--- src/rtl/serial_fa_cell.sv ---
// Single-bit full adder; the only arithmetic in the serial adder datapath.
module serial_fa_cell (
    input  logic a,
    input  logic b,
    input  logic cin,
    output logic s,
    output logic co
);
    assign s  = a ^ b ^ cin;
    assign co = (a & b) | (cin & (a ^ b));
endmodule

--- src/rtl/serial_adder.sv ---
// Bit-serial WIDTH-bit adder: one full-adder cell plus a carry flop, LSB first.
// Result is published only on the RUN->DONE edge, with a one-cycle done pulse.
module serial_adder #(
    parameter int WIDTH = 8
) (
    input  logic             clk,
    input  logic             rst,
    input  logic             start,
    input  logic [WIDTH-1:0] a,
    input  logic [WIDTH-1:0] b,
    input  logic             cin,
    output logic             ready,
    output logic             busy,
    output logic             done,
    output logic [WIDTH-1:0] sum,
    output logic             cout
);
    localparam logic [1:0] IDLE = 2'd0;
    localparam logic [1:0] RUN  = 2'd1;
    localparam logic [1:0] DONE = 2'd2;

    localparam int             CW   = $clog2(WIDTH + 1);
    localparam logic [CW-1:0]  LAST = CW'(WIDTH - 1);

    logic [1:0]       state_reg;
    logic [WIDTH-1:0] a_sh_reg;
    logic [WIDTH-1:0] b_sh_reg;
    logic [WIDTH-1:0] res_reg;
    logic             carry_reg;
    logic [CW-1:0]    cnt_reg;
    logic [WIDTH-1:0] sum_reg;
    logic             cout_reg;

    logic             fa_s;
    logic             fa_co;
    logic [WIDTH-1:0] res_next;

    serial_fa_cell u_fa (
        .a   (a_sh_reg[0]),
        .b   (b_sh_reg[0]),
        .cin (carry_reg),
        .s   (fa_s),
        .co  (fa_co)
    );

    // New sum bit enters at the MSB; after WIDTH shifts bit 0 lands in place.
    assign res_next = (res_reg >> 1) | (WIDTH'(fa_s) << (WIDTH - 1));

    always_ff @(posedge clk or posedge rst) begin
        if (rst) begin
            state_reg <= IDLE;
            a_sh_reg  <= '0;
            b_sh_reg  <= '0;
            res_reg   <= '0;
            carry_reg <= 1'b0;
            cnt_reg   <= '0;
            sum_reg   <= '0;
            cout_reg  <= 1'b0;
        end else begin
            case (state_reg)
                IDLE: begin
                    if (start) begin
                        a_sh_reg  <= a;
                        b_sh_reg  <= b;
                        carry_reg <= cin;
                        cnt_reg   <= '0;
                        state_reg <= RUN;
                    end
                end
                RUN: begin
                    res_reg   <= res_next;
                    carry_reg <= fa_co;
                    a_sh_reg  <= a_sh_reg >> 1;
                    b_sh_reg  <= b_sh_reg >> 1;
                    if (cnt_reg == LAST) begin
                        cnt_reg   <= '0;
                        sum_reg   <= res_next;
                        cout_reg  <= fa_co;
                        state_reg <= DONE;
                    end else begin
                        cnt_reg <= cnt_reg + 1'b1;
                    end
                end
                DONE:    state_reg <= IDLE;
                default: state_reg <= IDLE;
            endcase
        end
    end

    assign ready = (state_reg == IDLE);
    assign busy  = (state_reg == RUN);
    assign done  = (state_reg == DONE);
    assign sum   = sum_reg;
    assign cout  = cout_reg;
endmodule

--- config.mk ---
export PLATFORM = sky130hd
export DESIGN_NAME = serial_adder
export DESIGN_NICKNAME = d
export VERILOG_FILES = /design/src/rtl/serial_fa_cell.sv /design/src/rtl/serial_adder.sv
export SDC_FILE = /design/constraint.sdc
export NUM_CORES = 1
export LEC_CHECK = 0
export BUFFER_PORTS_ARGS = -buffer_cell sky130_fd_sc_hd__clkbuf_2
export CAP_MARGIN = 20
export CORE_MARGIN = 3
export CORE_UTILIZATION = 54
export DETAILED_ROUTE_END_ITERATION = 12
export PLACE_DENSITY = 0.78
export SYNTH_ARGS = -nofsm -noshare
export SYNTH_HDL_FRONTEND = slang
export SYNTH_SLANG_ARGS = --single-unit
--- constraint.sdc ---
create_clock -name clk -period 1.6 [get_ports clk]
set_input_delay 0.32 -clock clk [delete_from_list [all_inputs] [get_ports clk]]
set_output_delay 0.32 -clock clk [all_outputs]
set_load 0.02 [all_outputs]
Word level (Yosys, flattened, before mapping)
Index checks and enable logic that the tools add are counted.
- register bits after elaboration: 40
- bits in latches: 0
- memory bits (writable): 0
- bits in read-only memories: 0
- output and inout bits: 12
- memories kept: 0
- add/subtract/negate cells: 1
- multiply operators: 0
- div/mod/pow operators: 0
- order comparisons: 0
- eq/ne operators: 5
- shifts and indexed selects: 0
- multiplexer cells: 12
- bitwise gates (word level): 6
- reductions and logical operators: 5
- operators with widths (kind ; count):
    one-hot mux 8 bit (2 select lines) ; 2
    two-way mux 8 bit ; 2
    two-way mux 4 bit ; 2
    bitwise OR 7 x 8 -> 8 bit ; 1
    one-hot mux 4 bit (2 select lines) ; 1
    AND reduction 2 bit ; 3
    adder 4 x 1 -> 4 bit (second input constant) ; 1
    equality test 4 x 3 -> 1 bit (second input constant) ; 1
    two-way mux 2 bit ; 2
    one-hot mux 2 bit (2 select lines) ; 1
    AND 1 bit ; 2
    equality test 2 x 1 -> 1 bit (second input constant) ; 1
    equality test 2 bit (second input constant) ; 1
    logical NOT 2 bit ; 1
    != test 2 x 1 -> 1 bit (second input constant) ; 1
    != test 2 bit (second input constant) ; 1
    one-hot mux 1 bit (2 select lines) ; 1
    nonzero test 2 bit ; 1
    bitwise XOR 1 bit ; 2
    two-way mux 1 bit ; 1
    bitwise OR 1 bit ; 1

Longest topological paths before layout
- word-level depth: 4
- depth in mapped cells: 6
- mapped depth without buffers: 4

Modules after synthesis
From an unflattened synthesis, not the netlist that was laid out.
- cells, all modules: 163
- area, all modules: 1694.1 µm²
- by module, submodules not included (module ; times used ; cells an instance ; area each (µm²) ; sequential area each (µm²)):
    serial_adder ; 1 ; 162 ; 1674.1 ; 975.9
    serial_fa_cell ; 1 ; 1 ; 20.0 ; 0.0

Least setup slack after synthesis
Ideal clock, no wire load.
- path type: reg2reg
- from: register cnt_reg[0]
- to: register cout_reg (netlist: cout)
- library setup time: 125 ps
- arrival: 1328 ps
- data required time: 1475 ps
- setup slack: 147 ps
- cell stages (with the launch flop): 5
- path buffers: 0
- cell sequence: dfrtp_1 ha_1 nand2_1 nor3_4 mux2_2
- word-level cells in the longest chain between the ends: 2
- ends and longest elaborated chain (what ; RTL line ; text):
    from (decl) ; serial_adder.sv:30 ; logic [CW-1:0] cnt_reg;
    from (signal assigned) ; serial_adder.sv:81 ; cnt_reg <= cnt_reg + 1'b1;
    equality test 4 x 3 -> 1 bit ; serial_adder.sv:75 ; if (cnt_reg == LAST) begin
    AND reduction 2 bit (no line) ; -- ;
    to (signal assigned) ; serial_adder.sv:78 ; cout_reg <= fa_co;
    to (decl) ; serial_adder.sv:32 ; logic cout_reg;
No other way between the ends.
A chain may end at the register's enable or synchronous reset.

Worst setup path in the final report
- from: register state_reg[1]
- to: output busy
- word-level cells in the longest chain between the ends: 1
- ends and longest elaborated chain (what ; RTL line ; text):
    from (decl) ; serial_adder.sv:25 ; logic [1:0] state_reg;
    from (signal assigned) ; serial_adder.sv:51 ; state_reg <= IDLE;
    from (signal assigned) ; serial_adder.sv:67 ; state_reg <= RUN;
    from (signal assigned) ; serial_adder.sv:79 ; state_reg <= DONE;
    equality test 2 x 1 -> 1 bit ; serial_adder.sv:91 ; assign busy = (state_reg == RUN);
    to (decl) ; serial_adder.sv:13 ; output logic busy,
No other way between the ends.

==> reports/results.tsv <==
stage	metric	value	unit
outcome	status	complete, no violations	
power_and_ir_drop	switching_share	0.378	
detailed_routing	vias	1373	
critical_path	crit_path_max_incr_delay	0.46	ns
detailed_routing	viasPerCell	5.43	
power_and_ir_drop	p_seq_frac	0.442	
sta	whs	0.0485	ns
sta	hold_violations	0	
power_and_ir_drop	p_switching	0.00140	W
global_route	antenna_found_initial	0	
detailed_routing	drtPass1Iterations	4	
cts	cts_root_buf	clkbuf_4	
floorplanning	core_area	0.00288	sq mm
sta	slew_viol_final	0	
layout	stdcell_count	253	
layout	antennaDiodeCount	0	
floorplanning	die_h	61.9	um
sta	rsz0062_at_grt	yes	
power_and_ir_drop	finalPower	0.00369	W
placement	dp_cells	235	
sta	worst_pin_slew	0.755	ns
power_and_ir_drop	power.share.clock	0.130	
cts	cts_hold_buf	0	
logic_synthesis	synthFlopType	dfrtp_1	
logic_synthesis	synth_cell_types	25	
logic_synthesis	syn_nets	184	
logic_synthesis	ys_seq_area_frac	0.578	
layout	final_common_cell	nand2_1	
floorplanning	io_pins	32	
cts	cts_tree	built	
power_and_ir_drop	powerDensity	1720	mW/mm^2
global_route	grt_usage	0.212	
global_route	grt_pass1_vias	1288	
sta	fin_crit_sh	0.974	
logic_synthesis	synth-edff-count	0	
placement	routabilityCongestion	0.789	
sta	max_freq	641	MHz
critical_path	r2r_start	state_reg[1]	
global_route	grt_pass1_wl	5710	um
sta	finalCriticalPeriod	1.56	ns
layout	fillCellCount	203	
sta	fin_setup_tns	0	ns
critical_path	cp-startpoint	state_reg[1]	
power_and_ir_drop	intPower	0.00229	W
logic_synthesis	syn_avg_cell_area	10.4	sq um
floorplanning	placementRows	19	
critical_path	arrival	1.24	ns
critical_path	critical_path_class	reg2out	
cts	cts.clk_slew.worst_paths	0.11	ns
floorplanning	die_x	61.9	um
layout	syn_to_final_growth	27.2	%
placement	hpwl	2410	um
layout	final_util	0.747	
critical_path	cp_common_cell	buf_8	
critical_path	cp-end-kind	output pin	
cts	clk_path_buf_depth	2	
sta	setup_viol	0	
detailed_routing	drc	0	
layout	final_cell_mix	nand2_1 (39), dfrtp_1 (37), clkbuf_2 (28), o21ai_0 (17), buf_4 (14)	
logic_synthesis	netlist_instances	162	
logic_synthesis	ys_ff_latch	39	
cts	cts.sinks	39	
detailed_routing	wl_per_cell	15.1	um
critical_path	cp.required	1.28	ns
layout	nets	232	
logic_synthesis	synth.largest_area_cell	dfrtp_1	
logic_synthesis	yosys-top-cells-area	dfrtp_1 (58%), nand2_1 (8.7%), mux2_2 (6.0%), o21ai_0 (5.0%), a22oi_1 (4.4%)	
detailed_routing	totalWireLength	3810	um
critical_path	crit_path_max_fanout	4	
detailed_routing	drt-initial-drc-count	115	
power_and_ir_drop	p_leak	1.05	nW
critical_path	cp_cell_sequence	nand2b_4 > buf_8 > inv_4 > buf_8	
logic_synthesis	async_flop_share	1.00	
sta	relSlewSlack	0.496	
placement	port_buffers	31	
logic_synthesis	synth.top_cell.area_share	0.578	
global_route	grt_overflow	0	
layout	seq_area	978	sq um
critical_path	crit_path_start_kind	register	
layout	multi_input_area	674	sq um
critical_path	slowest_stage	dfrtp_2	
power_and_ir_drop	p_comb_frac	0.428	
cts	numCtsBuffers	5	
sta	clock_skew	0.00924	ns
global_route	grt_max_degree	40	
floorplanning	dieArea	0.00384	sq mm
cts	cts_htree_levels	2	
power_and_ir_drop	ir_worst_vdd	1050	uV
logic_synthesis	synth_area	0.00169	sq mm
run	maxCapViolations	0	
detailed_routing	ant_nets	0	
floorplanning	initial_core_util	0.587	
layout	drive_above_1_share	0.341	
cts	worstSkewPairLatency	0.34	ns
logic_synthesis	yosys_warnings	0	
hold_path	hold_path_class	in2async	
## layer usage
metal	up-vias	share of wire	track usage	wire, um
li1	654	-	-	-
met1	665	0.43	0.270	1620
met2	48	0.50	0.326	1890
met3	6	0.065	0.0909	246
met4	0	0.013	0.0697	51
met5	-	0	0	0
## area by class of cell
class / count / area share
Clock inverter: 1 / 0.00233
Inverter: 3 / 0.00641
Tap cell: 42 / 0.0245
Multi-Input combinational cell: 111 / 0.314
Clock buffer: 7 / 0.0210
Sequential cell: 39 / 0.455
Timing Repair Buffer: 50 / 0.176
## cell usage after synthesis, types with 3 or more instances
cell / count
and2_1: 5
buf_2: 3
a31oi_1: 5
dfrtp_1: 39
a22oi_1: 10
nor2_1: 3
nor2b_1: 6
o21ai_0: 17
clkbuf_1: 5
nand2_1: 39
nand3_1: 3
a21oi_1: 4
inv_1: 3
mux2_2: 9
## kinds of logic after synthesis
| logic type | synth area share |
|---|---|
| AO/OA/AOI/OAI | 0.147 |
| AND/OR/NAND/NOR | 0.161 |
| multiplexers | 0.0659 |
| flip-flops | 0.578 |
| adder cells (fa/ha/maj) | 0.0193 |
| buffers and inverters | 0.0289 |
## worst max-delay path, delay by kind of cell (launching register included)
family	cells	cell delay (ns)
buffers and inverters	3	0.28
DFF	1	0.46
and+or+nand+nor	1	0.16
## metrics by stage
stage | instance area, sq um | setup WS, ns
6_report | 2150 | 0.0408
5_1_grt | 2150 | -0.0205
4_1_cts | 2000 | -0.0208
3_5_place_dp | 1930 | 0.0914
3_3_place_gp | 1930 | 0.164
2_1_floorplan | 1690 | 0.147
## path summary, 6_finish.rpt
kind | cells past startpoint | slack [ns] | end
max | 4 | 0.04 | busy
min | 3 | 0.05 | a_sh_reg[0]
max reg2reg | 5 | 0.07 | sum[5]
min reg2reg | 2 | 0.48 | a_sh_reg[2]
max in group asynchronous | 3 | 1.19 | state_reg[0]
min in group clk | 2 | 0.23 | b_sh_reg[7]
## timing repair
action	in CTS	in global routing
gates resized for setup	3	18
cloned	0	2
setup endpoints to repair	2	3
buffers inserted	1	7
## power groups by stage
stage          Combinational (W)  Sequential (W)  Clock, W
6_report                 0.00158         0.00163  0.000479
5_1_grt                  0.00174         0.00168  0.000540
4_1_cts                  0.00135         0.00162  0.000492
3_5_place_dp             0.00130         0.00164         0
3_3_place_gp             0.00124         0.00160         0
2_1_floorplan           0.000807         0.00169         0
(Power assumes the default switching activity.)
